## src/rtl/alu_op_queue_if.sv

```systemverilog
// Producer-side and ALU-side handshake bundle for the operand/opcode issue queue.
// The queue uses the slave view; the producer/ALU harness uses the master view.
interface alu_op_queue_if #(
  parameter int DATA_W = 8,
  parameter int INST_W = 3
);
  logic              in_valid_i;
  logic              in_ready_o;
  logic [DATA_W-1:0] in_a_i;
  logic [DATA_W-1:0] in_b_i;
  logic [INST_W-1:0] in_inst_i;
  logic              issue_valid_o;
  logic              issue_ready_i;
  logic [DATA_W-1:0] data_a_o;
  logic [DATA_W-1:0] data_b_o;
  logic [INST_W-1:0] inst_o;

  modport master (
    output in_valid_i, in_a_i, in_b_i, in_inst_i, issue_ready_i,
    input  in_ready_o, issue_valid_o, data_a_o, data_b_o, inst_o
  );

  modport slave (
    input  in_valid_i, in_a_i, in_b_i, in_inst_i, issue_ready_i,
    output in_ready_o, issue_valid_o, data_a_o, data_b_o, inst_o
  );
endinterface

```

## src/rtl/alu_op_queue.sv

```systemverilog
// Issue queue ahead of the ALU: buffers {data_a, data_b, inst} and presents the oldest entry.
// Full/empty come from the occupancy count so pointers can wrap freely.
module alu_op_queue #(
  parameter int  DATA_W = 8,
  parameter int  INST_W = 3,
  parameter int  DEPTH  = 4,
  localparam int CNT_W  = $clog2(DEPTH + 1)
) (
  input  logic               clk,
  input  logic               rst_i,
  input  logic               flush_i,
  alu_op_queue_if.slave      bus,
  output logic [CNT_W-1:0]   count_o,
  output logic               ovf_o
);

  localparam int PTR_W = $clog2(DEPTH);
  localparam logic [CNT_W-1:0] FULL_CNT = CNT_W'(DEPTH);

  typedef struct packed {
    logic [DATA_W-1:0] a;
    logic [DATA_W-1:0] b;
    logic [INST_W-1:0] inst;
  } entry_t;

  entry_t           mem_q [DEPTH];
  entry_t           head;
  logic [PTR_W-1:0] rd_ptr_q, rd_ptr_d;
  logic [PTR_W-1:0] wr_ptr_q, wr_ptr_d;
  logic [CNT_W-1:0] count_q, count_d;
  logic             ovf_q, ovf_d;
  logic             full, empty, push, pop;

  assign full  = (count_q == FULL_CNT);
  assign empty = (count_q == '0);
  // A pop in the same cycle never frees room for a push while full.
  assign push  = bus.in_valid_i && !full;
  assign pop   = !empty && bus.issue_ready_i;

  always_comb begin
    rd_ptr_d = rd_ptr_q;
    wr_ptr_d = wr_ptr_q;
    count_d  = count_q;
    ovf_d    = ovf_q;
    if (flush_i) begin
      rd_ptr_d = '0;
      wr_ptr_d = '0;
      count_d  = '0;
    end else begin
      if (push) wr_ptr_d = wr_ptr_q + PTR_W'(1);
      if (pop)  rd_ptr_d = rd_ptr_q + PTR_W'(1);
      if (push && !pop)      count_d = count_q + CNT_W'(1);
      else if (!push && pop) count_d = count_q - CNT_W'(1);
      if (bus.in_valid_i && full) ovf_d = 1'b1;
    end
  end

  always_ff @(posedge clk) begin
    if (rst_i) begin
      rd_ptr_q <= '0;
      wr_ptr_q <= '0;
      count_q  <= '0;
      ovf_q    <= 1'b0;
    end else begin
      rd_ptr_q <= rd_ptr_d;
      wr_ptr_q <= wr_ptr_d;
      count_q  <= count_d;
      ovf_q    <= ovf_d;
    end
  end

  // Storage is not reset; only pointers and count define what is valid.
  always_ff @(posedge clk) begin
    if (!rst_i && !flush_i && push) begin
      mem_q[wr_ptr_q] <= '{a: bus.in_a_i, b: bus.in_b_i, inst: bus.in_inst_i};
    end
  end

  assign head              = mem_q[rd_ptr_q];
  assign bus.in_ready_o    = !full;
  assign bus.issue_valid_o = !empty;
  assign bus.data_a_o      = empty ? '0 : head.a;
  assign bus.data_b_o      = empty ? '0 : head.b;
  assign bus.inst_o        = empty ? '0 : head.inst;
  assign count_o           = count_q;
  assign ovf_o             = ovf_q;

endmodule

```

## src/flat_wrapper.sv

```systemverilog
// flat-port wrapper written by rule: the top's interface ports become plain ports
module alu_op_queue_flat 
#(
  parameter int  DATA_W = 8,
  parameter int  INST_W = 3,
  parameter int  DEPTH  = 4,
  localparam int CNT_W  = $clog2(DEPTH + 1)
)
  (clk, rst_i, flush_i, count_o, ovf_o, bus_in_valid_i, bus_in_a_i, bus_in_b_i, bus_in_inst_i, bus_issue_ready_i, bus_in_ready_o, bus_issue_valid_o, bus_data_a_o, bus_data_b_o, bus_inst_o);
  alu_op_queue_if #(.DATA_W(DATA_W), .INST_W(INST_W)) bus_i ();
  input  logic clk;
  input  logic rst_i;
  input  logic flush_i;
  output logic [CNT_W-1:0] count_o;
  output logic ovf_o;
  input wire logic [$bits(bus_i.in_valid_i)-1:0] bus_in_valid_i;
  input wire logic [$bits(bus_i.in_a_i)-1:0] bus_in_a_i;
  input wire logic [$bits(bus_i.in_b_i)-1:0] bus_in_b_i;
  input wire logic [$bits(bus_i.in_inst_i)-1:0] bus_in_inst_i;
  input wire logic [$bits(bus_i.issue_ready_i)-1:0] bus_issue_ready_i;
  output wire logic [$bits(bus_i.in_ready_o)-1:0] bus_in_ready_o;
  output wire logic [$bits(bus_i.issue_valid_o)-1:0] bus_issue_valid_o;
  output wire logic [$bits(bus_i.data_a_o)-1:0] bus_data_a_o;
  output wire logic [$bits(bus_i.data_b_o)-1:0] bus_data_b_o;
  output wire logic [$bits(bus_i.inst_o)-1:0] bus_inst_o;
  assign bus_i.in_valid_i = bus_in_valid_i;
  assign bus_i.in_a_i = bus_in_a_i;
  assign bus_i.in_b_i = bus_in_b_i;
  assign bus_i.in_inst_i = bus_in_inst_i;
  assign bus_i.issue_ready_i = bus_issue_ready_i;
  assign bus_in_ready_o = bus_i.in_ready_o;
  assign bus_issue_valid_o = bus_i.issue_valid_o;
  assign bus_data_a_o = bus_i.data_a_o;
  assign bus_data_b_o = bus_i.data_b_o;
  assign bus_inst_o = bus_i.inst_o;
  alu_op_queue #(.DATA_W(DATA_W), .INST_W(INST_W), .DEPTH(DEPTH)) u_core (.clk(clk), .rst_i(rst_i), .flush_i(flush_i), .bus(bus_i), .count_o(count_o), .ovf_o(ovf_o));
endmodule
```

## config.mk

```make
export PLATFORM = sky130hd
export DESIGN_NAME = alu_op_queue_flat
export DESIGN_NICKNAME = d
export VERILOG_FILES = /design/src/rtl/alu_op_queue_if.sv /design/src/rtl/alu_op_queue.sv /design/src/flat_wrapper.sv
export SDC_FILE = /design/constraint.sdc
export NUM_CORES = 1
export LEC_CHECK = 0
export CAP_MARGIN = 20
export CORE_MARGIN = 2
export CORE_UTILIZATION = 38
export DETAILED_ROUTE_END_ITERATION = 8
export PLACE_DENSITY = 0.61
export SYNTH_ARGS = -nofsm -noshare
export SYNTH_HDL_FRONTEND = slang
export SYNTH_SLANG_ARGS = --single-unit
```

## constraint.sdc

```tcl
create_clock -name clk -period 2.3 [get_ports clk]
set_input_delay 0.345 -clock clk [delete_from_list [all_inputs] [get_ports clk]]
set_output_delay 0.345 -clock clk [all_outputs]
set_load 0.1 [all_outputs]
```

==> parameters.txt <==
Parameter                              Value

Outcome
  Status ... complete, no violations

Clocking
  Clock tree from TritonCTS ... done
  Hold buffers post-CTS ... 0
  CTS root buffer ... clkbuf_8
  Clk sinks ... 86
  Number of post-CTS setup repair buffers ... 0
  Clock buffers created by TritonCTS ... 9
  Clock slew at the register clock pins of the worst setup and hold paths ... ~0.080 ns
  # H-tree levels ... 3
  Insertion delay to the later sink of the worst-skew pair ... 0.34 ns
  Quantity of gates resized following cts ... 0
  Bufs on Longest Clock Path ... 2

Yosys
  Number of distinct library cell variants in the gate-level netlist after synthesis ... 32
  Count of state elements after synthesis ... 86
  Synthesized area per cell ... a little under 20 um^2
  Post-synth design cell area ... 3400 um^2
  Yosys warns ... 0
  Leading post-synthesis cells by cell area ... edfxtp_1, mux4_2, dfxtp_1
  Gate Count Post-Synth ... 175
  Yosys top cell area share ... about two thirds
  Number of flops mapped to enable cells by yosys ... 76
  Most area-hungry cell type in the Yosys netlist ... edfxtp_1
  Number of nets produced by synthesis ... about 200
  Top_reg_cell synth ... edfxtp_1
  Sequential element share of the synthesized area ... roughly 73%
  Post-synthesis async set-or-reset flop share ... 0%

Critical path
  Sort of element at the end of the critical path ... output port
  Data arrival time of the critical path ... between 1.5 and 2 ns
  Critical path launch point type ... flip-flop
  Highest net fanout along the worst path ... 12
  Required time worst endpoint ... 1.96 ns
  Worst Path Class, Setup ... reg2out
  Depth of the most critical reg-to-reg path ... 7

Placed design
  Port Buffer Count ... 48
  Placed Area ... between 4000 and 5000 um^2
  Hpwl dp ... ~3.8 mm
  Weighted congestion reported at the end of routability-driven placement ... just under 0.7

Floorplanning
  Core Box Area ... ~8700 um^2
  I/O Pins ... 49
  Chip width ... just under 100 um
  Num rows ... 34
  Die area ... about 9700 um^2
  Vertical extent of the die ... between 90 and 100 um
  Initial cell density of the core ... 39.1%

Global route
  First-pass GRT wire length ... approximately 9.1 mm
  Number of antenna violations at the first check in global routing ... 0
  Remaining global-route overflow ... 0
  Maximum number of pins on one net before global-route repair ... 23
  Number of global-route vias before repair ... roughly 1800
  Global routing usage summed across all routing layers ... between 10% and 20%

STA
  Final setup fails ... 0
  Final worst hold slack ... around 0.5 ns
  Maximum clock frequency ... around 450 MHz
  Normalized max-slew margin ... around 73%
  Post-Route Setup TNS ... 0 ns
  Final Slew Violations ... 0
  Fin crit share ... around 96%
  Setup repair after global routing missed its margin ... no
  Pin slew with the least headroom to its limit ... roughly 0.40 ns
  Clock tree skew after final layout ... between 0.007 and 0.008 ns
  Final Hold Vio Count ... 0
  Crit path time final ... between 2 and 2.5 ns

Finish
  Share of cells above drive strength 1 ... a little over two fifths
  Most used cells in the layout excluding fill and tap cells ... edfxtp_1, clkdlybuf4s50_1, buf_12
  Most frequent standard cell in the layout excluding fill and tap cells ... edfxtp_1
  Number of antenna cells inserted ... 0
  Layout-stage area growth over the synthesis result ... 33.0%
  Filler Cell Count ... between 700 and 800
  Final standard cell area without fillers ... approximately 4500 um^2
  Net count, final ... 264

Detailed routing
  Number of nets still failing antenna checks after routing ... 0
  Final wirelength ... 5.77 mm
  Remaining routing DRC violations ... 0
  Routed wire per std cell ... 16.6 um
  1st-iter DRT viols ... 74
  Iteration count of the initial detailed-routing pass ... 4
  Via count normalized by instance count ... ~4.8
  Via count of the routed design ... between 1500 and 2000

Power and ir drop
  P_leak ... between 0.001 and 0.0015 uW
  Cell Pwr Density ... 825 nW/um^2
  Power consumption ... ~3700 uW
  Worst VDD drop ... about 0.39 mV

Run
  Number of maximum-capacitance violations ... 0

Hold path
  Worst Hold Class ... reg2reg
  WHS Path Cells ... 1
==> stage by stage <==
step	setup slack [ns]	instances	util [%]
final	0.0963	347	52.1
after global routing	0.000637	347	52.1
after CTS	0.0320	347	52.0
after detailed placement	0.00888	331	49.9
after global placement	0.0931	331	49.9
after floorplan	-0.0469	175	-
==> worst max-delay path, stage by stage, from the launching register on <==
cell	delay, ns
dfxtp_1	0.34
buf_4	0.27
mux4_2	0.55
nor2b_2	0.18
buf_12	0.18
==> cell usage after synthesis (all sizes together) (2+ instances only) <==
| cell type | instances |
|---|---|
| ha | 5 |
| xor2 | 3 |
| inv | 4 |
| o31ai | 2 |
| a21oi | 3 |
| mux4 | 19 |
| clkbuf | 4 |
| o21ai | 2 |
| nor2 | 5 |
| edfxtp | 76 |
| dfxtp | 10 |
| nor2b | 19 |
| buf | 5 |
| or3 | 2 |
| and3 | 4 |
==> layer usage <==
metal / wire (um) / vias to the layer above / global-route usage (%)
met5: 0 / - / 0
met4: 85 / 0 / 6.01
met3: 229 / 7 / 2.62
met2: 3100 / 40 / 21.9
met1: 2360 / 836 / 14.9
li1: - / 797 / -
==> report_power, final <==
part           switching, uW  leakage (uW)  internal, uW  total (uW)
sequential              17.2      0.000770          1720        1740
combinational            654      0.000640           365        1020
clock                    476     0.0000884           494         969
==> final timing paths <==
| path | from | end | slack (ns) |
|---|---|---|---|
| setup / recovery | flip-flop | bus_data_b_o[0] | 0.1 |
| hold / removal | u_core.ovf_o$_SDFFE_PP0P_ | u_core.ovf_o$_SDFFE_PP0P_ | 0.49 |
| setup reg to reg | u_core.count_o[0]$_SDFFE_PP0P_ | u_core.count_o[2]$_SDFFE_PP0P_ | 0.24 |
| hold reg to reg | u_core.ovf_o$_SDFFE_PP0P_ | u_core.ovf_o$_SDFFE_PP0P_ | 0.49 |
==> kinds of logic (layout without fill, tap and decap cells) <==
kind of cell,after synthesis,in the layout,share of synthesized area (%)
AO/OA/AOI/OAI,9,9,1.88
XOR/XNOR,3,3,0.774
adder cells (fa/ha/maj),6,6,2.43
buffers and inverters,13,77,2.14
flip-flops,86,86,73.1
multiplexers,20,20,12.9
AND/OR/NAND/NOR,38,38,6.81
==> sequential cells by signal (all words and copies together) (netlist names), named ones only <==
signal,flops
u_core.mem_q,76
u_core.count_o,3
u_core.wr_ptr_q,2
u_core.ovf_o,1
u_core.rd_ptr_q,2
==> cell type report <==
class | count | area, um^2 | area share (%)
clock buffers | 11 | 131 | 2.91
well taps | 108 | 135 | 2.99
clock inverters | 5 | 50.0 | 1.11
flip-flops and latches | 86 | 2490 | 55.2
repair buffers | 57 | 773 | 17.1
multi-input cells | 76 | 921 | 20.4
inverters | 4 | 15.0 | 0.332
Power figures use the tool's default switching activity.
